## config.mk

```make
export PLATFORM = sky130hd
export DESIGN_NAME = fifo_rd_deserializer
export DESIGN_NICKNAME = d
export VERILOG_FILES = /design/src/rtl/fifo_rd_deserializer.sv
export SDC_FILE = /design/constraint.sdc
export NUM_CORES = 1
export LEC_CHECK = 0
export CORE_MARGIN = 5
export CORE_UTILIZATION = 38
export DETAILED_ROUTE_END_ITERATION = 16
export PLACE_DENSITY_LB_ADDON = 0.05
export RECOVER_POWER = 100
export SETUP_SLACK_MARGIN = 0.15
export SLEW_MARGIN = 20
export SYNTH_ARGS = -nofsm -noshare
export SYNTH_HDL_FRONTEND = slang
export SYNTH_SLANG_ARGS = --single-unit
```

## constraint.sdc

```tcl
create_clock -name i_Clk -period 5 [get_ports i_Clk]
set_input_delay 1.5 -clock i_Clk [delete_from_list [all_inputs] [get_ports i_Clk]]
set_output_delay 1.5 -clock i_Clk [all_outputs]
set_load 0.02 [all_outputs]
```

## src/rtl/fifo_rd_deserializer.sv

```systemverilog
// Pops serial bits from the FIFO read port and assembles them LSB-first into words
// behind a one-word valid/ready output register. Optional parity: FIFO_RD_DESER_PARITY_EN.
module fifo_rd_deserializer #(
    parameter int WORD_WIDTH = 8,
    parameter int CNT_WIDTH  = 4
) (
    input  logic                  i_Clk,
    input  logic                  i_Rst,
    input  logic                  i_Data_In,
    input  logic                  i_empty,
    output logic                  o_R_en,
    output logic [WORD_WIDTH-1:0] o_Word,
    output logic                  o_Valid,
    input  logic                  i_Ready,
    output logic                  o_Parity_Err,
    output logic [15:0]           o_Word_Cnt
);

`ifdef FIFO_RD_DESER_PARITY_EN
    localparam int FRAME_LEN = WORD_WIDTH + 1;
`else
    localparam int FRAME_LEN = WORD_WIDTH;
`endif
    localparam logic [CNT_WIDTH-1:0] LAST_CNT = CNT_WIDTH'(FRAME_LEN - 1);

    logic [CNT_WIDTH-1:0]  bit_cnt_q, bit_cnt_d;
    logic [WORD_WIDTH-1:0] shift_q, shift_d;
    logic [WORD_WIDTH-1:0] word_q;
    logic                  valid_q;
    logic [15:0]           word_cnt_q;
    logic                  last_bit, stall, pop, complete, accept;

    assign last_bit = (bit_cnt_q == LAST_CNT);
    // Only the completing pop waits for the output register; earlier bits keep flowing.
    assign stall    = last_bit & valid_q & ~i_Ready;
    assign o_R_en   = ~i_Rst & ~stall;
    assign pop      = o_R_en & ~i_empty;
    assign complete = pop & last_bit;
    assign accept   = valid_q & i_Ready;

    assign bit_cnt_d = complete ? '0 : (pop ? bit_cnt_q + CNT_WIDTH'(1) : bit_cnt_q);

    // The parity slot (bit_cnt == WORD_WIDTH) matches no data position, so it never lands here.
    for (genvar gi = 0; gi < WORD_WIDTH; gi++) begin : g_shift
        assign shift_d[gi] = (pop && bit_cnt_q == CNT_WIDTH'(gi)) ? i_Data_In : shift_q[gi];
    end

    always_ff @(posedge i_Clk) begin
        if (i_Rst) begin
            bit_cnt_q  <= '0;
            shift_q    <= '0;
            word_q     <= '0;
            valid_q    <= 1'b0;
            word_cnt_q <= '0;
        end else begin
            bit_cnt_q <= bit_cnt_d;
            shift_q   <= shift_d;
            if (complete) begin
                word_q  <= shift_d;
                valid_q <= 1'b1;
            end else if (accept) begin
                valid_q <= 1'b0;
            end
            if (accept && word_cnt_q != 16'hFFFF) begin
                word_cnt_q <= word_cnt_q + 16'd1;
            end
        end
    end

`ifdef FIFO_RD_DESER_PARITY_EN
    logic perr_q;

    always_ff @(posedge i_Clk) begin
        if (i_Rst) begin
            perr_q <= 1'b0;
        end else if (complete) begin
            // Data bits are all stored by now; the live input is the parity bit.
            perr_q <= (^shift_q) ^ i_Data_In;
        end
    end

    assign o_Parity_Err = perr_q;
`else
    assign o_Parity_Err = 1'b0;
`endif

    assign o_Word     = word_q;
    assign o_Valid    = valid_q;
    assign o_Word_Cnt = word_cnt_q;

endmodule

```

# --- Word level (Yosys, flattened, before mapping) ---
# Cells that the tools add are included.
word_totals:
  register_bits: 37
  inputBits: 5
  out_inout_bits: 27
  wordCells: 47
classes:
  n_addsub: 2
  eq_ne: 8
  muxes: 10
  n_bitwise: 10
  reduce_logical: 12
op_table:
  columns: ["op", "n"]
  rows:
  - ["adder 16 x 1 -> 16 bit, second input constant", 1]
  - ["equality test 4 x 3 -> 1 bit, second input constant", 4]
  - ["inequality test 16 bit, second input constant", 1]
  - ["2-to-1 mux 1 bit", 10]
  - ["logical AND 1 bit", 9]
  - ["equality test 4 x 2 -> 1 bit, second input constant", 2]
  - ["AND 1 bit", 6]
  - ["adder 4 x 1 -> 4 bit, second input constant", 1]
  - ["equality test 4 x 1 -> 1 bit, second input constant", 1]
  - ["logical NOT 4 bit", 1]
  - ["NOT 1 bit", 4]
  - ["nonzero test 2 bit", 1]
  - ["OR reduction 2 bit", 1]

# --- Depth between registers and ports, before layout ---
# Gate-level depths: netlist (run 1).
depth:
  ltp_word: 8
  depth_mapped: 7
  depth_no_buf: 7

# --- Worst setup path after synthesis (run 1) ---
# No wires, ideal clock.
synth_timing:
  path_kind: "input to output"
  start: "in i_Ready"
  end: "out o_R_en"
  t_arrival_ns: 2.147
  t_required_ns: 3.500
  path_slack_ns: 1.353
  stages: 2
  n_path_buf: 0
  path_cell_list: "and3b_1 -> a31oi_1"
synth_between:
  elab_chain_len: 4
synth_rtl:
  columns: ["item", "line_no", "rtl"]
  rows:
  - ["from (decl)", "14", "input logic i_Ready,"]
  - ["NOT 1 bit", "35", "assign stall = last_bit & valid_q & ~i_Ready;"]
  - ["AND 1 bit", "35", null]
  - ["NOT 1 bit", "36", "assign o_R_en = ~i_Rst & ~stall;"]
  - ["AND 1 bit", "36", null]
  - ["to (decl)", "11", "output logic o_R_en,"]
# Every way passes these cells.

# --- Worst setup path after layout (run 1) ---
# Same ends and word-level chain as after synthesis.

==> results by group, run 1 <==
Logic synthesis
  – Netlist Area Pre-Place: 0.00171 mm^2
  – #FFs+latches synth: 36
  – Leading area contributor after synthesis: dfxtp_1
  – Area share of the largest cell type after synthesis: 0.421
  – Ys Warns: 0
  – EDFF count, synth: 0
  – Top cells by area, synth: dfxtp_1, nand2_1, nor2_1
  – Ys flop type: dfxtp_1
  – Asr flop ratio synth: 0
  – Mean post-synth cell area: 8.68 um^2
  – Distinct cells, synth: 38
  – Syn Inst Count: 197
  – Syn Nets: 207
  – Sequential share of the synthesized area: 0.421

STA
  – Fin. Hold Viols: 0
  – Clk_skew: 0.00529 ns
  – Final Setup Violations: 0
  – Max-slew violation count: 0
  – Minimum clock period: 4.69 ns
  – Setup TNS: 0 ns
  – Final cycle utilization of the critical path: 0.938
  – Max Clk Rate: 213 MHz
  – Rel. slew slack: 0.162
  – Worst slew pin tran: 1.24 ns
  – RSZ-0062 raised after global routing: false

Clock tree
  – Post-CTS Resized: 0
  – Clock Root Buffer: clkbuf_8
  – Clock sinks: 36
  – Worst-skew pair later-pin latency: 0.29 ns
  – CTS tree: built
  – Post-CTS Hold Fix Bufs: 0
  – Reg clk slew, reported paths: 0.07 ns
  – Number of CTS-inserted buffers: 5
  – Longest Clk Path Bufs: 2
  – Post-CTS Setup Repair Bufs: 0
  – H-tree depth: 2

Worst setup path
  – Worst setup path class: input pin to output port
  – Crit. End Element: output port
  – Crit path from: i_Ready
  – Crit path DAT: 3.19 ns
  – Worst r2r src: bit_cnt_q[0]$_SDFFE_PP0P_
  – Crit Path Max Fanout: 3
  – Worst endpoint required time: 3.50 ns
  – CP Launch Type: input pin

Power and ir drop
  – VDD IR-drop max: 0.000110 V
  – Clock share of power: 0.394
  – Flop pwr share: 0.558
  – Switching power of the nets: 0.000125 W
  – Leakage: 0.806 nW
  – Switching share of power: 0.241
  – Cell Pwr Density: 248 mW/mm^2
  – Comb power frac: 0.047
  – Pint: 0.000394 W
  – Design Power: 0.000519 W

Floorplanning
  – Num ports: 32
  – Initial Util: 0.393
  – Die Width: 77.1 um
  – Die area: 0.00594 mm^2
  – Die height: 77.1 um
  – Core Area: 0.00435 mm^2
  – Number of core rows: 24

Worst hold path
  – Hold Crit Class: flop to flop
  – Min-Delay Startpoint: o_Word[7]$_SDFFE_PP0P_

Route
  – Post-Route WL: 3870 um
  – # DRC: 0
  – Vias per inst: 5.45
  – Via count of the routed design: 1525
  – DRT iter0 DRCs: 87
  – WL/cell: 13.8 um
  – DR pass1 iterations: 4
  – Antenna Violating Nets Remaining: 0

Flow run
  – Max-cap violation count: 0

Global route
  – Largest net degree at the start of global routing: 38
  – All-Layer GR Usage: 0.140
  – First-pass GRT wire length: 6820 um
  – Vias in the first global route: 1525
  – Antenna violations before repair: 0
  – Gr ovfl total: 0

Finish
  – Layout cell share with drive strength beyond 1: 0.0439
  – Multi-input gate area: 900 um^2
  – Fillers: 406
  – # nets final: 237
  – FF+latch area: 721 um^2
  – Layout area overhead: 22.5%
  – Inserted Diodes: 0

Place
  – PortBufs: 30
  – Post-DP HPWL: 2850 um
  – Routability cong.: 0.782

Run status
  – Status: completed
[logic make-up after synthesis]
group	Yosys count	share of synthesized area
AND/OR/NAND/NOR	95	0.293
flip-flops	36	0.421
AO/OA/AOI/OAI	32	0.127
XOR/XNOR	12	0.0614
buffers and inverters	12	0.0358
adder cells (fa/ha/maj)	5	0.0366
multiplexers	4	0.0234
other	1	0.00219
[metrics by stage]
stage	instance area (um^2)	hold WS (ns)	setup WS [ns]	util	instances
after floorplan	1710	0.436	1.35	-	197
after global placement	2040	0.442	0.454	0.469	272
after detailed placement	2040	0.457	0.404	0.469	272
after CTS	2130	0.467	0.396	0.489	280
after global routing	2100	0.486	0.258	0.481	280
final	2100	0.460	0.309	0.481	280
[critical path, cell delays in order]
cell,delay [ns]
dlygate4sd3_1,0.56
and3b_1,0.21
a31oi_1,0.21
dlygate4sd3_1,0.70
[cells in the mapped netlist (3+ instances only)]
cell type,number
nor4_1,4
nor3_1,6
and4_1,5
mux2i_1,4
ha_1,5
o21ai_0,4
xor2_1,5
a21oi_1,14
nor2b_1,6
dfxtp_1,36
nand4_1,5
xnor2_1,7
a211oi_2,3
nand2_1,25
nor2_1,19
or4_1,3
o22a_1,4
inv_1,3
nand3_1,12
clkbuf_1,5
[registers in the layout, indices dropped and copies added (netlist names)]
signal	cells
bit_cnt_q	4
o_Word_Cnt	16
shift_q	7
o_Valid	1
o_Word	8
[cell usage in the layout, fill, tap and decap left out, drive strengths merged, types with 5 or more instances in the layout]
master / n
nand4: 5
o21ai: 5
nand2: 25
clkbuf: 6
nand3: 12
a21oi: 14
xnor2: 7
and4: 5
dfxtp: 36
dlygate4sd3: 28
ha: 5
nor3: 6
nor2: 19
nor2b: 6
xor2: 5
[power groups by stage]
stage	sequential [W]	combinational [W]	clock, W
2_1_floorplan	0.000296	0.0000177	0
3_3_place_gp	0.000296	0.0000250	0
3_5_place_dp	0.000297	0.0000258	0
4_1_cts	0.000290	0.0000259	0.000211
5_1_grt	0.000290	0.0000278	0.000224
6_report	0.000290	0.0000245	0.000205
[worst paths after layout]
check / end / slack (ns) / depth (start not counted)
setup reg to reg: o_Word[3]$_SDFFE_PP0P_ / 1.95 / 7
hold reg to reg: o_Word[7]$_SDFFE_PP0P_ / 0.46 / 2
hold / removal: o_Word[7]$_SDFFE_PP0P_ / 0.46 / 2
setup / recovery: o_R_en / 0.31 / 4
[per-layer routing]
layer  part of all wire  GRT usage
met1               0.43      0.160
met3              0.043     0.0433
met5                  0          0
met4              0.031     0.0859
met2               0.50      0.227
[layout make-up]
class,count,share of cell area
clock buffers,5,0.0328
clock inverters,3,0.00896
inverters,3,0.00537
multi-input cells,149,0.429
flip-flops and latches,36,0.344
well taps,52,0.0310
repair buffers,32,0.149
Power figures use the tool's default switching activity.
==> run 2, diff against run 1 <==
--- a/config.mk
+++ b/config.mk
@@ -15,3 +15,4 @@
 export SYNTH_ARGS = -nofsm -noshare
 export SYNTH_HDL_FRONTEND = slang
 export SYNTH_SLANG_ARGS = --single-unit
+export TNS_END_PERCENT = 30
==> results of run 2 <==
Final layout, timing and power as in run 1 (identical DEF).
